File: src/rtl/uart_tx_fifo.sv
`timescale 1ns/100ps
// uart_tx_fifo: FIFO-fed UART transmitter (LSB first, 1-2 stop bits); define UART_TX_PARITY_EN for a parity bit.
// Start bit leaves one edge after a push into an idle empty FIFO; tx_ready = !full, frames run back-to-back.
module uart_tx_fifo #(
  parameter int unsigned DATA_BITS    = 8,
  parameter int unsigned CLKS_PER_BIT = 4,
  parameter int unsigned STOP_BITS    = 1,
  parameter int unsigned FIFO_DEPTH   = 4,
  parameter int unsigned PARITY_ODD   = 0
) (
  input  logic                        clk,
  input  logic                        rst,
  input  logic                        tx_valid,
  input  logic [DATA_BITS-1:0]        tx_data,
  output logic                        tx_ready,
  output logic                        bit_out,
  output logic                        busy,
  output logic [$clog2(FIFO_DEPTH):0] fifo_count
);
  localparam int unsigned PW = $clog2(FIFO_DEPTH);
  localparam int unsigned CW = PW + 1;
  localparam int unsigned BW = $clog2(DATA_BITS);
  localparam int unsigned TW = $clog2(STOP_BITS * CLKS_PER_BIT);
  localparam logic [TW-1:0] BIT_LAST  = TW'(CLKS_PER_BIT - 1);
  localparam logic [TW-1:0] STOP_LAST = TW'(STOP_BITS * CLKS_PER_BIT - 1);
  localparam logic [BW-1:0] DATA_LAST = BW'(DATA_BITS - 1);
  localparam logic [CW-1:0] FULL_CNT  = CW'(FIFO_DEPTH);

  if (DATA_BITS < 5 || DATA_BITS > 9 || CLKS_PER_BIT < 2 || STOP_BITS < 1 || STOP_BITS > 2 ||
      FIFO_DEPTH < 2 || (FIFO_DEPTH & (FIFO_DEPTH - 1)) != 0 || PARITY_ODD > 1) begin : g_bad_params
    $error("uart_tx_fifo: illegal parameter set");
  end

`ifdef UART_TX_PARITY_EN
  typedef enum logic [2:0] {IDLE, START, DATA, PARITY, STOP} state_e;
`else
  typedef enum logic [1:0] {IDLE, START, DATA, STOP} state_e;
`endif

  logic [DATA_BITS-1:0] mem_q [FIFO_DEPTH];
  logic [PW-1:0]        wr_ptr_q, rd_ptr_q;
  logic [CW-1:0]        count_q, count_d;
  logic                 push, pop;

  state_e               state_q, state_d;
  logic [TW-1:0]        baud_q, baud_d;
  logic [BW-1:0]        bitcnt_q, bitcnt_d;
  logic [DATA_BITS-1:0] shift_q, shift_d;
  logic                 bit_out_q, bit_out_d;
`ifdef UART_TX_PARITY_EN
  logic                 parity_q, parity_d;
`endif

  assign tx_ready   = (count_q != FULL_CNT);
  assign push       = tx_valid && tx_ready;
  assign fifo_count = count_q;
  assign busy       = (state_q != IDLE) || (count_q != '0);
  assign bit_out    = bit_out_q;

  always_comb begin
    count_d = count_q;
    if (push && !pop)      count_d = count_q + 1'b1;
    else if (!push && pop) count_d = count_q - 1'b1;
  end

  always_ff @(posedge clk) begin
    if (push) mem_q[wr_ptr_q] <= tx_data;
  end

  always_comb begin
    state_d  = state_q;
    baud_d   = baud_q + 1'b1;
    bitcnt_d = bitcnt_q;
    shift_d  = shift_q;
    pop      = 1'b0;
`ifdef UART_TX_PARITY_EN
    parity_d = parity_q;
`endif
    case (state_q)
      IDLE: begin
        baud_d = '0;
        if (count_q != '0) begin
          pop     = 1'b1;
          state_d = START;
        end
      end
      START: begin
        if (baud_q == BIT_LAST) begin
          baud_d   = '0;
          bitcnt_d = '0;
          state_d  = DATA;
        end
      end
      DATA: begin
        if (baud_q == BIT_LAST) begin
          baud_d   = '0;
          shift_d  = shift_q >> 1;
          bitcnt_d = bitcnt_q + 1'b1;
`ifdef UART_TX_PARITY_EN
          if (bitcnt_q == DATA_LAST) state_d = PARITY;
`else
          if (bitcnt_q == DATA_LAST) state_d = STOP;
`endif
        end
      end
`ifdef UART_TX_PARITY_EN
      PARITY: begin
        if (baud_q == BIT_LAST) begin
          baud_d  = '0;
          state_d = STOP;
        end
      end
`endif
      STOP: begin
        // Chain straight into the next start bit when a word is waiting.
        if (baud_q == STOP_LAST) begin
          baud_d = '0;
          if (count_q != '0) begin
            pop     = 1'b1;
            state_d = START;
          end else begin
            state_d = IDLE;
          end
        end
      end
      default: state_d = IDLE;
    endcase

    if (pop) begin
      shift_d  = mem_q[rd_ptr_q];
`ifdef UART_TX_PARITY_EN
      parity_d = (^mem_q[rd_ptr_q]) ^ 1'(PARITY_ODD);
`endif
    end

    // Line level is registered from the next state so the pin never glitches.
    case (state_d)
      START:   bit_out_d = 1'b0;
      DATA:    bit_out_d = shift_d[0];
`ifdef UART_TX_PARITY_EN
      PARITY:  bit_out_d = parity_d;
`endif
      default: bit_out_d = 1'b1;
    endcase
  end

  always_ff @(posedge clk or posedge rst) begin
    if (rst) begin
      wr_ptr_q  <= '0;
      rd_ptr_q  <= '0;
      count_q   <= '0;
      state_q   <= IDLE;
      baud_q    <= '0;
      bitcnt_q  <= '0;
      shift_q   <= '0;
      bit_out_q <= 1'b1;
`ifdef UART_TX_PARITY_EN
      parity_q  <= 1'b0;
`endif
    end else begin
      if (push) wr_ptr_q <= wr_ptr_q + 1'b1;
      if (pop)  rd_ptr_q <= rd_ptr_q + 1'b1;
      count_q   <= count_d;
      state_q   <= state_d;
      baud_q    <= baud_d;
      bitcnt_q  <= bitcnt_d;
      shift_q   <= shift_d;
      bit_out_q <= bit_out_d;
`ifdef UART_TX_PARITY_EN
      parity_q  <= parity_d;
`endif
    end
  end
endmodule
File: config.mk
export PLATFORM = sky130hd
export DESIGN_NAME = uart_tx_fifo
export DESIGN_NICKNAME = d
export VERILOG_FILES = /design/src/rtl/uart_tx_fifo.sv
export SDC_FILE = /design/constraint.sdc
export NUM_CORES = 1
export LEC_CHECK = 0
export CORE_ASPECT_RATIO = 0.5
export CORE_MARGIN = 2
export CORE_UTILIZATION = 28
export DETAILED_ROUTE_END_ITERATION = 10
export GPL_ROUTABILITY_DRIVEN = 0
export PLACE_DENSITY_LB_ADDON = 0.08
export SETUP_SLACK_MARGIN = 0.3
export SKIP_CTS_REPAIR_TIMING = 1
export SLEW_MARGIN = 20
export SYNTH_ARGS = -nofsm -noshare
export SYNTH_HDL_FRONTEND = slang
export SYNTH_SLANG_ARGS = --single-unit
File: constraint.sdc
create_clock -name clk -period 4.5 [get_ports clk]
set_input_delay 1.35 -clock clk [delete_from_list [all_inputs] [get_ports clk]]
set_output_delay 1.35 -clock clk [all_outputs]
set_load 0.05 [all_outputs]
==> results of run 1 <==
[layout by cell type, fill, tap and decap left out, drive strengths merged]
cell type / netlist / layout
or3: 2 / 2
xor2: 3 / 3
mux2i: 7 / 7
nand3: 2 / 2
fa: 1 / 1
o21ai: 4 / 4
o311ai: 1 / 1
nor4: 1 / 1
nand4b: 1 / 1
o22a: 1 / 1
nand2: 5 / 5
edfxtp: 32 / 32
inv: 9 / 10
ha: 13 / 13
xnor2: 3 / 3
a32o: 2 / 2
nor2: 11 / 11
dfstp: 1 / 1
clkdlybuf4s50: 0 / 16
nor2b: 3 / 3
and3: 4 / 4
clkbuf: 3 / 6
and2: 2 / 2
nor3: 3 / 3
a21boi: 1 / 1
o32a: 1 / 1
mux2: 2 / 2
a21oi: 8 / 8
a31oi: 1 / 1
o21a: 1 / 1
clkinv: 0 / 1
o31a: 2 / 2
mux4: 8 / 8
dfrtp: 22 / 22
[cell type report]
type | count | area, um^2
clock buffers | 6 | 129
clock inverters | 2 | 17.5
fillers | 861 | 5760
inverters | 9 | 33.8
multi-input cells | 93 | 868
flip-flops and latches | 55 | 1540
well taps | 117 | 146
repair buffers | 16 | 160
[worst paths after layout]
kind,cells after the start,from,to,slack [ps]
max,3,fifo_count[0],busy,1090
min,1,baud_q[0],baud_q[0],430
max reg2reg,10,state_q[1],fifo_count[2],1650
min reg2reg,1,baud_q[0],baud_q[0],430
max in group asynchronous,2,rst,bitcnt_q[0],2360
min in group asynchronous,2,rst,wr_ptr_q[0],1560
[cells by family after synthesis]
logic type | after synthesis
compound gates | 22
xor+xnor | 6
mux | 17
simple gates | 34
buf+inv | 15
fa+ha+maj | 14
flops | 55
[registers in the layout (all words and copies together), names as in the netlist]
register	flops
rd_ptr_q	2
shift_q	8
fifo_count	3
wr_ptr_q	2
baud_q	2
state_q	2
bit_out	1
mem_q	32
bitcnt_q	3
[critical path, stage by stage (launching register included)]
cell             delay [ps]
dfrtp_1                 460
nor3_1                  460
nand2_1                 120
clkdlybuf4s50_1         720
[metrics by stage]
stage          area, um^2  utilization, %  cells  power, mW
2_1_floorplan        2470               -    163       1.41
3_3_place_gp         2750            31.8    290       1.61
3_5_place_dp         2750            31.8    290       1.61
4_1_cts              2890            33.4    298       2.02
5_1_grt              2890            33.4    298       2.14
6_report             2890            33.4    298       1.99
[routing by layer]
metal	GRT usage, %	wire [um]
met4	3.78	74
met2	15.9	2050
met1	14.7	2280
met5	0	0
met3	3.27	167
[report_power, final]
group          switching, mW  leakage [nW]  internal [mW]
sequential             0.114         0.565          0.703
combinational          0.439         0.508          0.335
clock                  0.185        0.0714          0.210
==> impl_metrics.tcl, run 1 <==
set metrics [dict create \
    min_path_type "flip-flop to flip-flop" \
    max_freq_ghz 0.293 \
    hpwl_mm 3.06 \
    drive_above_1_share_pct 7.18 \
    antenna_cells 0 \
    cts_tree "done" \
    row_count 24 \
    yosysWarnings 0 \
    crit_arrival_ps 2060 \
    core_um2 8650 \
    drc 0 \
    drv_slew 0 \
    synth.most_common_cell "edfxtp_1" \
    io_buffers 16 \
    worst_pin_slew_ps 944 \
    syn_avg_cell_area_um2 15.2 \
    cts_buffers 5 \
    drt_wl_total_mm 4.57 \
    synth_top_area_cell "edfxtp_1" \
    crit_fanout 6 \
    endpoint_kind "primary output" \
    netlist_instances 163 \
    whs_ps 434 \
    synth_xor_xnor_area_share_pct 2.12 \
    die_area_um2 9650 \
    area_growth_pct 16.9 \
    start_kind "flip-flop" \
    htreeDepth 2 \
    synth_compound_area_share_pct 6.07 \
    fin_skew_ps 7.22 \
    grt_usage_pct 10.7 \
    setup_viol 0 \
    clk_latency_ps 300 \
    grt_pass1_wl_mm 7.49 \
    ir_drop_v 0.000195 \
    crit_required_ps 3150 \
    die_height_um 70.5 \
    ios 17 \
    firstDrtPassIters 4 \
    maxSlewHeadroom_pct 37.0 \
    synth_edf_count 32 \
    synth_top_family_by_area "multiplexers" \
    finalCriticalPeriod_ps 3410 \
    ys_ff_latch 55 \
    netlist_top_cells_area "edfxtp_1 39%, dfrtp_1 22%, mux4_1 7.4%" \
    cts_root_buffer "clkbuf_16" \
    chipWidth_um 137 \
    setup_tns_ps 0 \
    final_hold_viol_count 0 \
    clockBufferDepth 2 \
    min_period_over_period_pct 75.7 \
    critPathKind "flip-flop to primary output" \
    synthSimpleGateAreaFrac_pct 7.43 \
    ys_top_cells_by_count "32 x edfxtp_1, 22 x dfrtp_1, 13 x ha_1" \
    rsz0062_at_grt "false" \
    grt_pass1_vias 1372 \
    yosys-mux-area-fraction_pct 12.1 \
    place_ws_ps 1220 \
    avgRoutedWirePerCell_um 15.3 \
    final_nets 205 \
    synth-adder-area-share_pct 7.38 \
    vias 1345 \
    overflow 0 \
    antenna_found_initial 0 \
    ys_seq_area_share_pct 62.1 \
    ant_nets 0 \
    p_per_area_nw_per_um2 686 \
    p_leak_nw 1.14 \
    clk_pin_slew_ps 70 \
    yosysUniqueCellTypes 39 \
    synth_top_area_share_pct 38.8 \
    start_util_pct 28.6 \
    synthArstFlopShare_pct 41.8 \
    synth_area_um2 2470 \
    drtIter0Drc 66 \
    setup_ws_ps 1090 \
    ys.flop_type "edfxtp_1" \
    grt_max_degree 24 \
    syn-num-nets 188 \
    drv_cap 0 \
    vias_per_cell 4.51 \
    status "finished clean" \
    cts_sinks 55 \
]
(Power assumes the default switching activity.)
==> inputs of run 2 (changes only) <==
Clock period 4.5 ns to 3.1 ns, I/O delays scaled along.
==> run 2 against run 1 <==
Compared with the run above: cell area is 1.3% higher; clock-buffer cell count down 1; die area unchanged; worst setup slack worse by 530 ps; sequential power rose by 42%; clock power increased by 41%; sequential share of layout area shrank 0.68 points; global-route usage is 0.28 points lower; routed wire length fell by 0.88%; via count grew 1.6%; hold slack better by 1.9 ps; critical endpoint is now fifo_count[0]; largest power group is now combinational logic.
==> impl_metrics.tcl, run 2 (synthesized netlist as in run 1, its figures left out) <==
set metrics [dict create \
    row_count 24 \
    core_um2 8650 \
    htreeDepth 2 \
    die_height_um 70.5 \
    chipWidth_um 137 \
    ant_nets 0 \
    antenna_cells 0 \
    worst_pin_slew_ps 521 \
    antenna_found_initial 0 \
    p_leak_nw 1.17 \
    finalNonFillerCells 302 \
    critical-path-slowest-cell "clkdlybuf4s50_1" \
    crit_fanout 6 \
    crit_required_ps 2170 \
    grt_pass1_wl_mm 7.36 \
    min_period_over_period_pct 82.0 \
    max_freq_ghz 0.394 \
    crit_buf_inv 1 \
    critPathKind "flip-flop to primary output" \
    final_common_cell "edfxtp_1" \
    total_power_mw 2.91 \
    vias 1367 \
    final_cell_mix "32 x edfxtp_1, 22 x dfrtp_1, 14 x clkdlybuf4s50_1, 13 x ha_1, 11 x nor2_1" \
    largest_reg_flops 32 \
    hpwl_mm 3.06 \
    endpoint_kind "primary output" \
    ir_drop_v 0.000247 \
    drv_cap 0 \
    io_buffers 16 \
    status "finished clean" \
    overflow 0 \
    p_per_area_nw_per_um2 992 \
    cts_sinks 55 \
    setup_tns_ps 0 \
    crit_family "buffers and inverters" \
    whs_ps 436 \
    cts_tree "done" \
    grt_pass1_vias 1354 \
    grt_max_degree 24 \
    clk_latency_ps 290 \
    dp_cells 295 \
    min_path_type "flip-flop to flip-flop" \
    n_fill_cell 850 \
    cts_buffers 5 \
    finalCriticalPeriod_ps 2540 \
    start_util_pct 28.6 \
    drtIter0Drc 73 \
    grt_usage_pct 10.4 \
    drive_above_1_share_pct 9.73 \
    die_area_um2 9650 \
    crit_arrival_ps 1610 \
    vias_per_cell 4.53 \
    final_hold_viol_count 0 \
    final_nets 210 \
    reg_top3 "mem_q (32), shift_q (8)" \
    drc 0 \
    firstDrtPassIters 4 \
    ios 17 \
    drt_wl_total_mm 4.53 \
    cts_root_buffer "clkbuf_16" \
    setup_viol 0 \
    fin_skew_ps 5.53 \
    drv_slew 0 \
    area_growth_pct 18.4 \
    top_register "mem_q" \
    max_stage_delay_ps 850 \
    avgRoutedWirePerCell_um 15.0 \
    start_kind "flip-flop" \
    cp_cell_sequence "clkdlybuf4s50_1" \
    clk_pin_slew_ps 70 \
    rsz0062_at_grt "false" \
    clockBufferDepth 2 \
    maxSlewHeadroom_pct 65.2 \
]
==> run 2: cell types whose count changed in the layout (fill, tap and decap cells not counted), sizes merged <==
cell / change
buf: +5
clkdlybuf4s50: -2
clkinvlp: +1
dlymetal6s2s: +2
clkinv: -1
clkbuf: -1
==> run 2: per-layer routing <==
metal	global-route usage, %	share of wire, %	vias up
met2	15.6	45	29
met5	0	0	-
li1	-	-	655
met3	3.12	4.1	7
met4	4.12	1.6	0
met1	14.1	50	676
==> run 2: layout make-up <==
class / count / area, um^2 / area share, %
sequential: 55 / 1540 / 52.5
multi-input combinational: 93 / 868 / 29.6
timing repair buffer: 21 / 203 / 6.92
tap: 117 / 146 / 5.00
clock buffer: 5 / 125 / 4.27
inverter: 9 / 33.8 / 1.15
clock inverter: 2 / 16.3 / 0.555
==> run 2: stage by stage <==
| stage | utilization, % | cell area (um^2) | setup WS (ps) |
|---|---|---|---|
| 2_1_floorplan | - | 2470 | 485 |
| 3_3_place_gp | 32.2 | 2780 | 320 |
| 3_5_place_dp | 32.2 | 2780 | 249 |
| 4_1_cts | 33.8 | 2930 | 252 |
| 5_1_grt | 33.9 | 2930 | 472 |
| 6_report | 33.9 | 2930 | 559 |
==> run 2: path summary, 6_finish.rpt <==
check                           slack (ps)  cells past startpoint          start            end
worst max-delay path                   560                      1  fifo_count[0]  fifo_count[0]
worst min-delay path                   440                      1      baud_q[0]      baud_q[0]
worst max register to register         670                      7     state_q[1]  fifo_count[1]
worst min register to register         440                      1      baud_q[0]      baud_q[0]
max in group asynchronous             1830                      3            rst        bit_out
min in group asynchronous              980                      3            rst    wr_ptr_q[0]
==> run 2: power breakdown <==
group          internal, mW  switching (mW)  leakage [nW]
Sequential             1.02           0.135         0.565
Clock                 0.298           0.259        0.0663
Combinational         0.515           0.679         0.535
Total                  1.83            1.07          1.17
==> inputs of run 3 (changes only) <==
Clock period 3.1 ns to 2.3 ns, I/O delays scaled along.
==> run 3 against run 2 <==
Compared with the run above: worst setup slack worse by 430 ps; sequential share of layout area is 1.7 points lower; sequential cell count stayed put; routed wire length is 0.57% higher; clock skew is 1.5 ps higher; combinational power is 48% higher; cell area is 3.7% higher; total power is 41% higher; critical endpoint is now fifo_count[1]; final cell count is 2.6% higher; critical path depth is 6 higher; register-to-register slack worse by 540 ps.
==> impl_metrics.tcl, run 3 (synthesized netlist as in run 1, its figures left out) <==
set metrics [dict create \
    status "finished clean" \
    drtIter0Drc 31 \
    final_hold_viol_count 0 \
    drt_wl_total_mm 4.56 \
    antenna_found_initial 0 \
    clk_pin_slew_ps 70 \
    final_nets 217 \
    cts_sinks 55 \
    max_freq_ghz 0.462 \
    grt_max_degree 24 \
    drv_cap 0 \
    crit_arrival_ps 2340 \
    cts_buffers 5 \
    largest_reg_flops 32 \
    n_fill_cell 866 \
    io_buffers 16 \
    start_kind "flip-flop" \
    core_um2 8650 \
    p_per_area_nw_per_um2 1350 \
    firstDrtPassIters 4 \
    drv_slew 0 \
    row_count 24 \
    cellInternalPower_mw 2.60 \
    setup_viol 0 \
    hpwl_mm 3.15 \
    start_util_pct 28.6 \
    rsz0062_at_grt "true" \
    min_path_type "flip-flop to flip-flop" \
    clock_power_share_pct 18.5 \
    clockBufferDepth 2 \
    cts_tree "done" \
    clk_latency_ps 290 \
    seqPwrFrac_pct 38.6 \
    final_common_cell "edfxtp_1" \
    min_period_over_period_pct 94.2 \
    overflow 0 \
    drive_above_1_share_pct 23.3 \
    ios 17 \
    ir_drop_v 0.000398 \
    finalInstanceArea_um2 3040 \
    switching_power_mw 1.49 \
    critPathKind "flip-flop to flip-flop" \
    finalCriticalPeriod_ps 2170 \
    die_area_um2 9650 \
    antenna_cells 0 \
    drc 0 \
    top_register "mem_q" \
    crit_required_ps 2480 \
    p_leak_nw 1.22 \
    post_dp_cell_area_um2 2870 \
    cts_root_buffer "clkbuf_16" \
    register_area_um2 1540 \
    maxSlewHeadroom_pct 66.4 \
    ant_nets 0 \
    p_sw_share_pct 36.5 \
    reg_top3 "mem_q (32), shift_q (8)" \
    chipWidth_um 137 \
    crit_fanout 5 \
    grt_pass1_vias 1454 \
    area_growth_pct 22.8 \
    worst_pin_slew_ps 503 \
    endpoint_kind "flip-flop" \
    vias_per_cell 4.40 \
    whs_ps 445 \
    place_ws_ps -128 \
    comb_power_share_pct 42.9 \
    fin_skew_ps 7.02 \
    multiInputGateArea_um2 925 \
    setup_tns_ps 0 \
    die_height_um 70.5 \
    grt_pass1_wl_mm 7.80 \
    setup_ws_ps 134 \
    grt_usage_pct 10.7 \
    final_cell_mix "32 x edfxtp_1, 18 x dfrtp_1, 16 x buf_4, 11 x nor2_1, 10 x clkdlybuf4s50_1" \
    vias 1363 \
    htreeDepth 2 \
    avgRoutedWirePerCell_um 14.7 \
]
run 3: worst paths after layout:
check | startpoint | end | slack [ps] | cells past startpoint
max in group asynchronous | rst | bit_out | 1270 | 3
min reg2reg | baud_q[0] | baud_q[0] | 440 | 1
max reg2reg | state_q[0] | fifo_count[1] | 130 | 7
min | baud_q[0] | baud_q[0] | 440 | 1
max | state_q[0] | fifo_count[1] | 130 | 7
min in group asynchronous | rst | rd_ptr_q[1] | 740 | 3
run 3: worst max-delay path, cell delays in order, from the launching register on:
cell,delay (ps)
dfrtp_1,420
ha_2,280
a21oi_4,80
or3_4,410
ha_4,170
inv_2,40
fa_1,390
mux2_2,260
run 3: final cells by class:
cell class / count / share of cell area (%)
Multi-Input combinational cell: 93 / 30.4
Clock inverter: 2 / 0.535
Clock buffer: 6 / 4.24
Timing Repair Buffer: 28 / 8.07
Inverter: 9 / 1.11
Tap cell: 117 / 4.82
Sequential cell: 55 / 50.8
run 3: per-layer routing:
metal	track usage (%)	share of wire (%)	vias up
met5	0	0	-
met4	3.44	0.90	0
met3	3.20	3.6	5
met2	16.1	45	19
met1	14.8	51	673
li1	-	-	666
run 3: power groups by stage:
stage          clock network, mW  registers (mW)  logic (mW)
6_report                   0.757            1.58        1.76
5_1_grt                    0.829            1.63        1.95
4_1_cts                    0.785            1.59        1.75
3_5_place_dp                   0            1.61        1.74
3_3_place_gp                   0            1.60        1.72
2_1_floorplan                  0            1.66        1.22
run 3: stage by stage:
stage	utilization, %	std cells	power (mW)
floorplan	-	163	2.88
global placement	33.2	302	3.32
detailed placement	33.2	302	3.35
CTS	34.9	310	4.12
global route	35.1	310	4.41
finish	35.1	310	4.09
